===== src/rtl/serial_add_ctrl.sv =====
// Bit-serial add/subtract sequencer: one full-adder cell reused over WIDTH cycles.
// Optional early exit on all-zero remaining bits: define SERIAL_ADD_EARLY_TERM_EN.

module serial_add_fa (
  input  logic a,
  input  logic b,
  input  logic cin,
  output logic s,
  output logic cout
);
  assign s    = a ^ b ^ cin;
  assign cout = (a & b) | (cin & (a ^ b));
endmodule

module serial_add_ctrl #(
  parameter int WIDTH = 16
) (
  input  logic             clk,
  input  logic             rst,
  input  logic             start,
  input  logic             sub,
  input  logic [WIDTH-1:0] A,
  input  logic [WIDTH-1:0] B,
  output logic             busy,
  output logic             done,
  output logic [WIDTH-1:0] S,
  output logic             Cout,
  output logic             Ofl,
  output logic [1:0]       dbg_state
);
  localparam int CW = (WIDTH > 2) ? $clog2(WIDTH) : 1;

  // Handshake: start is taken on any edge where the FSM is IDLE or DONE; operands
  // and sub are captured on that same edge. done pulses for one cycle and S/Cout/Ofl
  // are valid from that cycle until the next completion.
  typedef enum logic [1:0] {
    ST_IDLE = 2'd0,
    ST_RUN  = 2'd1,
    ST_DONE = 2'd2
  } state_t;

  state_t           state_q, state_d;
  logic [WIDTH-1:0] opa_q, opa_d;
  logic [WIDTH-1:0] opb_q, opb_d;
  logic [WIDTH-1:0] sum_q, sum_d;
  logic [WIDTH-1:0] s_q, s_d;
  logic [CW-1:0]    cnt_q, cnt_d;
  logic             carry_q, carry_d;
  logic             cmsb_q, cmsb_d;
  logic             cout_q, cout_d;
  logic             busy_q, busy_d;
  logic             done_q, done_d;
  logic             fa_s, fa_co;
  logic             last_bit;
  logic             early_exit;

  serial_add_fa u_fa (
    .a    (opa_q[0]),
    .b    (opb_q[0]),
    .cin  (carry_q),
    .s    (fa_s),
    .cout (fa_co)
  );

  assign last_bit = (cnt_q == CW'(WIDTH - 1));

`ifdef SERIAL_ADD_EARLY_TERM_EN
  // Never on the MSB edge, so a genuine MSB overflow is still reported.
  assign early_exit = ~last_bit && ~fa_co &&
                      (opa_q[WIDTH-1:1] == '0) && (opb_q[WIDTH-1:1] == '0);
`else
  assign early_exit = 1'b0;
`endif

  always_comb begin
    state_d = state_q;
    opa_d   = opa_q;
    opb_d   = opb_q;
    sum_d   = sum_q;
    s_d     = s_q;
    cnt_d   = cnt_q;
    carry_d = carry_q;
    cmsb_d  = cmsb_q;
    cout_d  = cout_q;
    case (state_q)
      ST_IDLE, ST_DONE: begin
        if (start) begin
          opa_d   = A;
          opb_d   = sub ? ~B : B;
          carry_d = sub;
          sum_d   = '0;
          cnt_d   = '0;
          state_d = ST_RUN;
        end else begin
          state_d = ST_IDLE;
        end
      end
      ST_RUN: begin
        sum_d[cnt_q] = fa_s;
        carry_d      = fa_co;
        opa_d        = {1'b0, opa_q[WIDTH-1:1]};
        opb_d        = {1'b0, opb_q[WIDTH-1:1]};
        cnt_d        = cnt_q + CW'(1);
        if (last_bit) begin
          state_d = ST_DONE;
          s_d     = sum_d;
          cout_d  = fa_co;
          cmsb_d  = carry_q;
        end else if (early_exit) begin
          state_d = ST_DONE;
          s_d     = sum_d;
          cout_d  = 1'b0;
          cmsb_d  = 1'b0;
        end
      end
      default: state_d = ST_IDLE;
    endcase
    busy_d = (state_d == ST_RUN);
    done_d = (state_d == ST_DONE);
  end

  always_ff @(posedge clk or posedge rst) begin
    if (rst) begin
      state_q <= ST_IDLE;
      opa_q   <= '0;
      opb_q   <= '0;
      sum_q   <= '0;
      s_q     <= '0;
      cnt_q   <= '0;
      carry_q <= 1'b0;
      cmsb_q  <= 1'b0;
      cout_q  <= 1'b0;
      busy_q  <= 1'b0;
      done_q  <= 1'b0;
    end else begin
      state_q <= state_d;
      opa_q   <= opa_d;
      opb_q   <= opb_d;
      sum_q   <= sum_d;
      s_q     <= s_d;
      cnt_q   <= cnt_d;
      carry_q <= carry_d;
      cmsb_q  <= cmsb_d;
      cout_q  <= cout_d;
      busy_q  <= busy_d;
      done_q  <= done_d;
    end
  end

  // Overflow comes from two flops that only move together on DONE entry.
  assign Ofl       = cmsb_q ^ cout_q;
  assign S         = s_q;
  assign Cout      = cout_q;
  assign busy      = busy_q;
  assign done      = done_q;
  assign dbg_state = state_q;

endmodule


===== config.mk =====
export PLATFORM = sky130hd
export DESIGN_NAME = serial_add_ctrl
export DESIGN_NICKNAME = d
export VERILOG_FILES = /design/src/rtl/serial_add_ctrl.sv
export SDC_FILE = /design/constraint.sdc
export NUM_CORES = 1
export LEC_CHECK = 0
export BUFFER_PORTS_ARGS = -buffer_cell sky130_fd_sc_hd__buf_2
export CORE_MARGIN = 1
export CORE_UTILIZATION = 55
export CTS_BUF_LIST = sky130_fd_sc_hd__clkbuf_16
export DETAILED_ROUTE_END_ITERATION = 8
export PLACE_DENSITY = 0.82
export SETUP_SLACK_MARGIN = 0.3
export SYNTH_ARGS = -nofsm -noshare
export SYNTH_HDL_FRONTEND = slang
export SYNTH_SLANG_ARGS = --single-unit
export TNS_END_PERCENT = 1

===== constraint.sdc =====
create_clock -name clk -period 2.7 [get_ports clk]
set_clock_uncertainty 0.2 [all_clocks]
set_input_delay 0.27 -clock clk [delete_from_list [all_inputs] [get_ports clk]]
set_output_delay 0.27 -clock clk [all_outputs]
set_load 0.05 [all_outputs]

==> flow_metrics.tcl <==
set metrics [dict create \
    gp_congestion 0.766 \
    drt-total-wl_mm 8.03 \
    drc_errors 0 \
    grt_setup_unrepaired "false" \
    synth_edf_count 0 \
    combPwrFrac 0.444 \
    slowest_delay_ns 0.54 \
    start_util 0.568 \
    cts-hold-fix-buffers 17 \
    core_region_area_mm2 0.00631 \
    r2r_setup_slack_ns 0.50 \
    cts_resized 0 \
    finalPower_uw 5820 \
    vias 2854 \
    power.static_leakage_uw 0.00207 \
    synth_largest_type_area_fraction 0.517 \
    finalMaxSlewViolations 0 \
    first_pass_iters 4 \
    worstRegToRegCells 4 \
    viasPerCell 5.87 \
    yosysWarningCount 0 \
    cts_buffers 9 \
    synth_top_area_cell "dfrtp_1" \
    fin_cells 486 \
    irDropWorstVdd_v 0.000872 \
    grt_pass1_vias 2737 \
    insertion_delay_ns 0.33 \
    row_count 29 \
    max_freq_mhz 455 \
    synth_area_mm2 0.00358 \
    relSlewSlack 0.303 \
    p_clk_frac 0.213 \
    pwr-share-seq 0.343 \
    hold_end "opb_q[15]" \
    finalHoldViolCount 0 \
    worstPathMaxFanout 13 \
    syn-num-nets 385 \
    grt_max_degree 75 \
    grt_pass1_wl_mm 13.2 \
    portBuffers 57 \
    min_path_cells 3 \
    die_area_mm2 0.00684 \
    clk_pin_slew_worst_paths_ns 0.06 \
    drtIter0Drc 211 \
    drt.antenna.violating_nets 0 \
    dr_wl_met3_um 511 \
    tns_ns 0 \
    die_width_um 82.7 \
    htree_levels 3 \
    clockBufferDepth 2 \
    synthTopCellsByCount "dfrtp_1, nand3_1, a221o_1" \
    netlist_top_cells_area "dfrtp_1, nand3_1, a221o_1" \
    cts_sinks 74 \
    cts_tree "done" \
    endpoint_kind "register" \
    root_buffer "clkbuf_16" \
    async_flop_share 1.00 \
    cp.required_ns 2.71 \
    setup_violations 0 \
    crit_type "reg -> reg" \
    worst_path_max_delay_cell "fa_1" \
    critPathLaunchType "register" \
    postCtsSetupRepairBufs 0 \
    placedCellCount 453 \
    synth-seq-area-share 0.517 \
    gr-usage-all-layers 0.262 \
    path_cells "fa_1 > and3b_1 > and3_1 > a221o_1" \
    highest_layer "met4" \
    p_int_uw 3320 \
    area_growth_pct 21.6 \
    antenna_found_initial 0 \
    antenna_cells_inserted 0 \
    postSynthAreaPerCell_um2 10.4 \
    drive_gt1_frac 0.227 \
    yosysMostFrequentCell "dfrtp_1" \
    synth_cell_types 30 \
    min_from "B[15]" \
    dr_wl_met2_mm 4.08 \
    cp.arrival_ns 2.21 \
    ios 58 \
    power_density_mw_per_mm2 1340 \
    synthCells 344 \
    post-dp-hpwl_mm 4.76 \
    rr_endpoint "sum_q[14]" \
    grt_overflow 0 \
    finalCriticalPeriod_ns 2.20 \
    die_h_um 82.7 \
    fin_crit_sh 0.815 \
    fin_nets 445 \
    power.net_switching_uw 2500 \
    placed_area_mm2 0.00388 \
    maxCapViolations 0 \
    wl_met1_mm 3.34 \
    hold_path_class "in -> reg" \
    synthFlopType "dfrtp_1" \
    r2r-start "carry_q" \
    tightestPinTransition_ns 1.04 \
    synth-seq-cells 74 \
    final_core_util 0.690 \
    p_sw_frac 0.430 \
    wl_per_cell_um 16.5 \
    status "complete, no violations" \
    final_area_mm2 0.00436 \
]
-- worst max-delay path, delay by kind of cell, from the launching register on --
kind	cells	cell delay (ns)
and+or+nand+nor	2	0.62
adders and majority gates	1	0.54
DFF	1	0.41
AOI/OAI and AO/OA	1	0.30
-- flip-flops by register name, summed over array words and instances, names as in the netlist --
| signal | cells |
|---|---|
| opb_q | 16 |
| sum_q | 15 |
| carry_q | 1 |
| done | 1 |
| cmsb_q | 1 |
| cnt_q | 4 |
| S | 16 |
| opa_q | 16 |
| dbg_state | 2 |
| Cout | 1 |
| busy | 1 |
-- metrics by stage --
step | hold WS [ns] | setup WS, ns
6_report | 0.0886 | 0.500
5_1_grt | 0.0879 | 0.405
4_1_cts | 0.0772 | 0.512
3_5_place_dp | 0.185 | 0.514
3_3_place_gp | 0.180 | 0.576
2_1_floorplan | 0.198 | 0.348
-- cells by family (layout without fill, tap and decap cells) --
kind of cell,Yosys count,in the layout,synth area share
adder cells (fa/ha/maj),5,5,0.0195
AND/OR/NAND/NOR,133,133,0.197
multiplexers,11,11,0.0401
XOR/XNOR,17,17,0.0415
flip-flops,74,74,0.517
buffers and inverters,50,115,0.0649
AO/OA/AOI/OAI,54,54,0.120
-- area by class of cell --
type | count | area, um^2
fillers | 493 | 1950
flip-flops and latches | 74 | 1850
multi-input cells | 220 | 1500
repair buffers | 84 | 543
clock buffers | 9 | 225
well taps | 77 | 96.3
clock inverters | 7 | 83.8
inverters | 15 | 56.3
-- metal layers --
layer	global-route usage	vias to the layer above
li1	-	1348
met1	0.352	1371
met2	0.414	122
met3	0.0692	13
met4	0.0776	0
met5	0	-
-- cell usage in the layout, fill, tap and decap left out, types with 4 or more instances in the layout --
master / count
dlygate4sd3_1: 17
buf_2: 57
xnor2_1: 15
buf_4: 9
o21ai_0: 13
clkbuf_16: 9
nand2_1: 21
ha_1: 4
inv_1: 14
a221o_1: 22
mux2_4: 6
nand3_1: 53
dfrtp_1: 74
a22oi_1: 16
and3_1: 5
nor2_1: 15
nand3b_1: 8
nand4_1: 13
nor3b_1: 8
-- power groups by stage --
| stage | combinational [uW] | sequential, uW | clock [uW] |
|---|---|---|---|
| 2_1_floorplan | 1640 | 2320 | 0 |
| 3_3_place_gp | 2440 | 1980 | 0 |
| 3_5_place_dp | 2530 | 2000 | 0 |
| 4_1_cts | 2560 | 1990 | 1260 |
| 5_1_grt | 2830 | 2070 | 1310 |
| 6_report | 2580 | 2000 | 1240 |
-- how the worst max path moves through the flow --
stage	from	to	slack [ns]	cells past startpoint
finish	carry_q	sum_q[14]	0.50	4
global route	carry_q	sum_q[14]	0.40	4
CTS	carry_q	sum_q[14]	0.51	4
detailed placement	carry_q	sum_q[14]	0.51	4
global placement	carry_q	sum_q[14]	0.58	4
floorplan	rst	Cout	0.35	1
No activity file was read; power rests on OpenSTA's default activity.
